==> config.mk <==
export PLATFORM = sky130hd
export DESIGN_NAME = fixpoint_add_scheduler
export DESIGN_NICKNAME = d
export VERILOG_FILES = /design/src/rtl/fixpoint_add_scheduler.sv
export SDC_FILE = /design/constraint.sdc
export NUM_CORES = 1
export LEC_CHECK = 0
export ABC_AREA = 1
export CAP_MARGIN = 20
export CORE_ASPECT_RATIO = 0.5
export CORE_UTILIZATION = 51
export DETAILED_ROUTE_END_ITERATION = 10
export GPL_TIMING_DRIVEN = 1
export PLACE_DENSITY_LB_ADDON = 0.1
export SYNTH_ARGS = -nofsm -noshare
export SYNTH_HDL_FRONTEND = slang
export SYNTH_SLANG_ARGS = --single-unit
==> constraint.sdc <==
create_clock -name CLK -period 3.75 [get_ports CLK]
set_input_delay 0.75 -clock CLK [delete_from_list [all_inputs] [get_ports CLK]]
set_output_delay 0.75 -clock CLK [all_outputs]
set_load 0.02 [all_outputs]
==> src/rtl/fixpoint_add_scheduler.sv <==
// fixpoint_add_scheduler: round-robin arbiter feeding one shared W-bit
// fixed-point adder. S1 latches the granted operand pair. S2 holds the
// registered sum, which is wrapped or saturated. Both stages stall under
// backpressure.
module fixpoint_add_scheduler #(
  parameter  int NREQ = 4,
  parameter  int WI   = 1,
  parameter  int WF   = 15,
  parameter  int SAT  = 1,
  localparam int W    = WI + WF,
  localparam int IDW  = $clog2(NREQ)
) (
  input  logic                   CLK,
  input  logic                   RST,
  input  logic [NREQ-1:0]        req_valid,
  input  logic [NREQ*W-1:0]      req_a,
  input  logic [NREQ*W-1:0]      req_b,
  output logic [NREQ-1:0]        req_ready,
  output logic                   rsp_valid,
  input  logic                   rsp_ready,
  output logic [IDW-1:0]         rsp_id,
  output logic [W-1:0]           rsp_data,
  output logic                   rsp_ovf,
  output logic [15:0]            ovf_cnt
);

  typedef struct packed {
    logic [IDW-1:0] id;
    logic [W-1:0]   a;
    logic [W-1:0]   b;
  } s1_t;

  // Per-requester operand view; same bit layout as the flat ports.
  logic [NREQ-1:0][W-1:0] a_arr, b_arr;
  assign a_arr = req_a;
  assign b_arr = req_b;

  logic [IDW-1:0] ptr;
  logic           v1, v2;
  s1_t            s1;

  logic           s1_adv, s1_load, accept, gnt_found;
  logic [IDW-1:0] gnt_idx;
  logic [W-1:0]   sum, sat_val, res;
  logic           ovf;

  // Index k steps past the pointer, modulo NREQ.
  function automatic logic [IDW-1:0] rr_idx(input logic [IDW-1:0] p, input int k);
    int s;
    s = int'(p) + k;
    if (s >= NREQ) s = s - NREQ;
    return IDW'(s);
  endfunction

  assign s1_adv  = v1 && (!v2 || rsp_ready);
  assign s1_load = !v1 || s1_adv;

  // Round-robin search: the first valid requester at or after ptr wins.
  always_comb begin
    gnt_found = 1'b0;
    gnt_idx   = '0;
    for (int k = 0; k < NREQ; k++) begin
      if (!gnt_found && req_valid[rr_idx(ptr, k)]) begin
        gnt_found = 1'b1;
        gnt_idx   = rr_idx(ptr, k);
      end
    end
  end

  assign accept = gnt_found && s1_load && !RST;

  // One-hot ready to the winner, only when S1 can take the pair.
  always_comb begin
    req_ready = '0;
    if (accept) req_ready[gnt_idx] = 1'b1;
  end

  // Pointer moves just past the index that was actually served.
  always_ff @(posedge CLK) begin
    if (RST)
      ptr <= '0;
    else if (accept)
      ptr <= (gnt_idx == IDW'(NREQ - 1)) ? '0 : gnt_idx + 1'b1;
  end

  // S1: operand register, refilled whenever it is empty or moving on.
  always_ff @(posedge CLK) begin
    if (RST) begin
      v1 <= 1'b0;
      s1 <= '0;
    end else if (s1_load) begin
      v1 <= accept;
      if (accept) s1 <= '{id: gnt_idx, a: a_arr[gnt_idx], b: b_arr[gnt_idx]};
    end
  end

  // Shared adder. Overflow occurs when the operands agree in sign and the
  // sum does not.
  assign sum     = s1.a + s1.b;
  assign ovf     = (s1.a[W-1] == s1.b[W-1]) && (sum[W-1] != s1.a[W-1]);
  assign sat_val = s1.a[W-1] ? {1'b1, {(W-1){1'b0}}} : {1'b0, {(W-1){1'b1}}};
  assign res     = (SAT != 0 && ovf) ? sat_val : sum;

  // S2: result register. It holds while the consumer stalls.
  always_ff @(posedge CLK) begin
    if (RST) begin
      v2       <= 1'b0;
      rsp_data <= '0;
      rsp_id   <= '0;
      rsp_ovf  <= 1'b0;
    end else if (s1_adv) begin
      v2       <= 1'b1;
      rsp_data <= res;
      rsp_id   <= s1.id;
      rsp_ovf  <= ovf;
    end else if (v2 && rsp_ready) begin
      v2 <= 1'b0;
    end
  end

  assign rsp_valid = v2;

  // Count delivered overflowed results. The count sticks at all-ones.
  always_ff @(posedge CLK) begin
    if (RST)
      ovf_cnt <= '0;
    else if (v2 && rsp_ready && rsp_ovf && ovf_cnt != 16'hFFFF)
      ovf_cnt <= ovf_cnt + 16'd1;
  end

endmodule

==> reports/metrics.cfg <==
[status]
outcome=finished clean

[power_and_ir_drop]
power_w=0.00668
pwr_density_cell_nw_per_um2=903
peakVddDrop_mv=0.601
comb_power_share_pct=67.2
p_int_w=0.00329
p_seq_share_pct=18.3
p_sw_w=0.00339
p_clk_share_pct=14.5
leakagePower_nw=3.72
p_sw_share_pct=50.7

[setup_path]
cp_num_buf_inv=5
crit_path_max_incr_delay_ns=0.42
critPathSlowestCell=clkdlybuf4s50_1
critPathLaunch=req_valid[3]
critical_path_required_ns=3.00
path_class=input pin to primary output
worstSetupEndpointType=primary output
crit_arrival_ns=2.84
worst-path-max-fanout=5
cpLargestDelayFamily=buffers and inverters
regToRegStartpoint=ptr[0]
reg2reg_slack_ns=0.87
crit_path_start_kind=input pin
path_cells=clkdlybuf4s50_1 > inv_1 > nand2_2 > nand3_1 > nand2_2 > nor2_4 > nand3_1 > nand3_2 > nand2_2 > inv_1 > ha_1 > inv_1 > nor2_1 > dlygate4sd2_1

[finish]
diodes=0
area_growth_pct=39.8
drive_gt1_share_pct=4.78
nNetsFinal=1198
final_area_um2=7400

[floorplanning]
rows=25
die_h_um=74.0
fp.coreArea_um2=9760
die-area_um2=10800
start_util_pct=54.2
ioPinCount=175
die_x_um=146

[drt]
vias=6068
wirelength_um=15000
firstDrtPassIters=5
drtAntennaViolNets=0
drc=0
via_per_inst=5.14
wl_per_cell_um=12.7
drt_iter0_drc=415

[worst_hold_path]
hold_path_class=flop to flop
min_from=rsp_data[1]

[clock_tree]
clk_pin_slew_ns=0.06
h-tree-depth=3
clkLatencyLatePin_ns=0.33
cts.sinks=73
ctsHoldBuffers=0
postCtsSetupRepairBufs=0
clock_path_buffers=2
root_buffer=clkbuf_16
numCtsBuffers=9
cts_tree=yes
cts_resized=3

[logic_synthesis]
synth_commonest_cells=nand2_1, inv_1, nand3_1, dfxtp_1, a21oi_1
syn_nets=1038
synth_top_area_share_pct=27.6
syn_area_um2=5290
async_flop_share_pct=0
ys.flop_type=dfxtp_1
ys_warn_count=0
netlist_top_cells_area=dfxtp_1, nand2_1, nand3_1
ys_types=38
synth.most_common_cell=nand2_1
yosys.area.top_type=dfxtp_1
synth_edf_count=0
synth-seq-cells=73
seq_area_frac_synth_pct=27.6
syn_inst=882
syn_avg_cell_area_um2=6.00

[timing]
worst_slew_pin_slew_ns=0.687
holdWs_ns=0.463
fin_skew_ns=0.00455
period_needed_ns=3.59
timing.fmax_ghz=0.279
relSlewSlack_pct=54.2
hold_viol=0
grt_setup_unrepaired=false
min_period_over_period_pct=95.7
finalMaxSlewViolations=0
finalSetupTns_ns=0
final-setup-viol-count=0

[global_routing]
first_global_vias=5490
gr-total-overflow=0
antenna_found_initial=0
grt_pass1_wl_um=24800
grt_max_degree=64
grt_usage_pct=28.2

[place]
portBuffers=174
place_hpwl_um=11500
place_area_um2=7070
gp_congestion=0.970

[flow_run]
cap_violations=0

[cell type report]
type	count	area, um^2
clock buffers	10	229
repair buffers	189	1850
fillers	832	2360
flip-flops and latches	73	1460
clock inverters	5	104
multi-input cells	666	3200
inverters	103	387
well taps	135	169
[placed cells by master, fill, tap and decap left out, types with 9 or more instances in the layout]
master	synthesis	layout
o21ai_0	35	35
nor3_1	12	12
nand3_1	78	78
dfxtp_1	73	73
ha_1	20	20
inv_1	98	98
buf_4	5	15
a21oi_1	44	44
nand4_1	22	22
xor2_1	9	9
nor2_1	38	38
clkdlybuf4s50_1	0	170
clkbuf_16	0	9
nand2_1	364	364
[sequential cells by signal, summed over array words and instances (netlist names)]
name / flops
ovf_cnt: 16
ptr: 2
rsp_data: 16
rsp_id: 2
rsp_ovf: 1
rsp_valid: 1
s1: 34
v1: 1
[metal layers]
metal	wire length, um	vias up	GRT usage [%]	share of wire [%]
li1	-	3114	-	-
met1	7040	2725	36.1	47
met2	6750	206	49.0	45
met3	1020	23	6.13	6.8
met4	214	0	7.52	1.4
met5	0	-	0	0
[per-stage QoR]
| step | worst slack, ns | util, % | std cells |
|---|---|---|---|
| finish | 0.163 | 75.8 | 1181 |
| CTS | 0.0439 | 75.8 | 1181 |
| global placement | 0.0505 | 72.4 | 1166 |
| floorplan | 0.822 | - | 882 |
| detailed placement | -0.0663 | 72.4 | 1166 |
| global route | 0.0312 | 75.8 | 1181 |
[path summary, 6_finish.rpt]
check,endpoint,depth (start not counted)
max,req_ready[3],14
min,rsp_data[1],2
max reg2reg,s1[33],12
min reg2reg,rsp_data[1],2
[worst min-delay path, cell delays in order, from the launching register on]
cell and delay [ns]:
dfxtp_1 0.31, nand2_1 0.06, a21oi_1 0.05
[power groups by stage]
| stage | registers, W | logic, W | clock network [W] |
|---|---|---|---|
| 2_1_floorplan | 0.00126 | 0.00336 | 0 |
| 3_3_place_gp | 0.00122 | 0.00435 | 0 |
| 3_5_place_dp | 0.00123 | 0.00443 | 0 |
| 4_1_cts | 0.00122 | 0.00445 | 0.000975 |
| 5_1_grt | 0.00125 | 0.00509 | 0.00101 |
| 6_report | 0.00122 | 0.00449 | 0.000970 |
[kinds of logic after synthesis]
family          Yosys count  synth area share (%)
compound gates           95                  9.69
xor+xnor                 11                  1.82
fa+ha+maj                21                  5.11
buf+inv                 143                  12.0
flops                    73                  27.6
simple gates            539                  43.8
Note: power is estimated with default switching activity, not from simulation.
==> edit: new RTL, config.mk and constraints unchanged <==
The parameter `NREQ` goes from 4 to 8.
--- a/src/rtl/fixpoint_add_scheduler.sv
+++ b/src/rtl/fixpoint_add_scheduler.sv
@@ -5,3 +5,3 @@
 module fixpoint_add_scheduler #(
-  parameter  int NREQ = 4,
+  parameter  int NREQ = 8,
   parameter  int WI   = 1,
Interface: changed (5 resized); port bits go from 175 to 312. The function was not compared with the original's and may differ.
==> edit against the unedited design <==
Register-to-register slack worse by 0.63 ns; critical path type unchanged; highest routed layer unchanged; sequential cell count is 3 higher; final area rose by 50%; worst setup slack got worse by 0.10 ns; first-iteration DRC count increased by 130%; routed wire length is 85% higher; synthesized area increased by 41%.
Power is left out: the tool's default activity adds up to more than one toggle a clock period on the data nets, which glitch-free logic cannot reach.
==> edit: results <==
export IMPL_routed_via_count=9992
export IMPL_globalplace_congestion=0.951
export IMPL_post_dp_hpwl_um=20100
export IMPL_initial_utilization_pct=53.6
export IMPL_route_antenna_remaining_nets=0
export IMPL_path_category_of_the_worst_min_delay_check="reg2reg"
export IMPL_synth_cells_most_frequent="615 x nand2_1, 237 x nand3_1, 139 x inv_1"
export IMPL_layout_nets=1933
export IMPL_postSynth_topFlopCell="dfxtp_1"
export IMPL_clock_skew_final_ns=0.0108
export IMPL_layout_filler_cells=1028
export IMPL_clock_buffers_created_by_tritoncts=9
export IMPL_dp_slack_ns=-0.414
export IMPL_ctsRootBufferMaster="clkbuf_16"
export IMPL_detail_route_iter0_violations=970
export IMPL_clock_tree_buf_depth=2
export IMPL_grt_usage_pct=35.0
export IMPL_biggestRegsByFlops="s1 x35, ovf_cnt x16, rsp_data x16"
export IMPL_filler_free_cell_count_of_the_finished_design=1844
export IMPL_dpl_cell_area_mm2=0.0106
export IMPL_number_of_global_route_vias_before_repair=8990
export IMPL_clock_insertion_delay_worst_skew_ns=0.34
export IMPL_postRouteWirelength_um=27700
export IMPL_drive_above_1_share_pct=6.72
export IMPL_grt_first_pass_wirelength_um=43000
export IMPL_path_max_fanout=4
export IMPL_async_set_reset_flop_share_out_of_synthesis_pct=0
export IMPL_largest_register_ffs=35
export IMPL_status="finished clean"
export IMPL_grt_max_degree=95
export IMPL_synth_sequential_area_ratio_pct=20.4
export IMPL_arrival_ns=2.94
export IMPL_net_count_after_synthesis=1658
export IMPL_diodes_inserted=0
export IMPL_clkSlewWorstSetupHoldPaths_ns=0.06
export IMPL_ys_types=42
export IMPL_ctsHtreeMaxLevel=3
export IMPL_synthesis_yosys_warnings=0
export IMPL_antenna_found_initial=0
export IMPL_ys_top_cells_by_area="nand2_1 31%, dfxtp_1 20%, nand3_1 16%"
export IMPL_worst_slew_pin_transition_ns=0.729
export IMPL_place_port_buffers=311
export IMPL_detail_route_first_pass_iterations=6
export IMPL_synth_avg_cell_area_um2=5.44
## edit: layout make-up
cell class                 count  share of cell area [%]
clock buffer                  10                    2.15
clock inverter                 6                   0.846
inverter                     148                    5.03
multi-input combinational   1067                    45.4
sequential                    76                    13.7
tap                          192                    2.17
timing repair buffer         345                    30.7
## edit: cell families (layout without fill, tap and decap cells)
kind of cell,count (synthesis),after routing,synth area share (%)
flip-flops,76,76,20.4
AO/OA/AOI/OAI,97,97,7.00
AND/OR/NAND/NOR,934,934,52.9
adder cells (fa/ha/maj),19,19,3.28
buffers and inverters,229,509,14.2
XOR/XNOR,17,17,2.29
## edit: worst paths after layout
check,from,endpoint,slack (ns),depth (start not counted)
hold reg to reg,rsp_id[0]$_SDFFE_PP0P_,rsp_id[0]$_SDFFE_PP0P_,0.49,2
hold / removal,rsp_id[0]$_SDFFE_PP0P_,rsp_id[0]$_SDFFE_PP0P_,0.49,2
setup / recovery,req_valid[7],req_ready[2],0.06,16
setup reg to reg,ptr[0]$_SDFFE_PP0P_,s1[13]$_SDFFE_PP0P_,0.24,22
## edit: stage by stage
stage,utilization (%),setup TNS (ns)
finish,79.7,0
global route,79.7,-0.268
CTS,78.7,-0.0265
detailed placement,76.0,-13.75
global placement,76.0,-12.67
floorplan,-,0
## edit: critical path, cell delays in order
cell and delay, ns:
clkdlybuf4s50_1 0.50, nand2_1 0.10, nand3_2 0.11, nand3_2 0.10
nand2_4 0.12, inv_2 0.06, nand2_1 0.05, nor2_1 0.05
nand2_1 0.06, o2111ai_1 0.13, nor2_1 0.15, nand4_1 0.17
nor2_2 0.22, inv_1 0.08, nor2_1 0.11, buf_2 0.18
## edit: routing by layer
layer	track usage, %	up-vias	wire [µm]
met5	0	-	0
met4	14.6	0	1050
met3	7.68	98	2260
met2	61.8	509	13200
met1	42.1	4510	11200
li1	-	4875	-
## edit: timing repair
action | 4_1_cts | 5_1_grt
setup buffers | 2 | 1
setup endpoints to repair | 39 | 40
pin swaps | 2 | 14
gates resized for setup | 31 | 43
gates cloned | 0 | 1
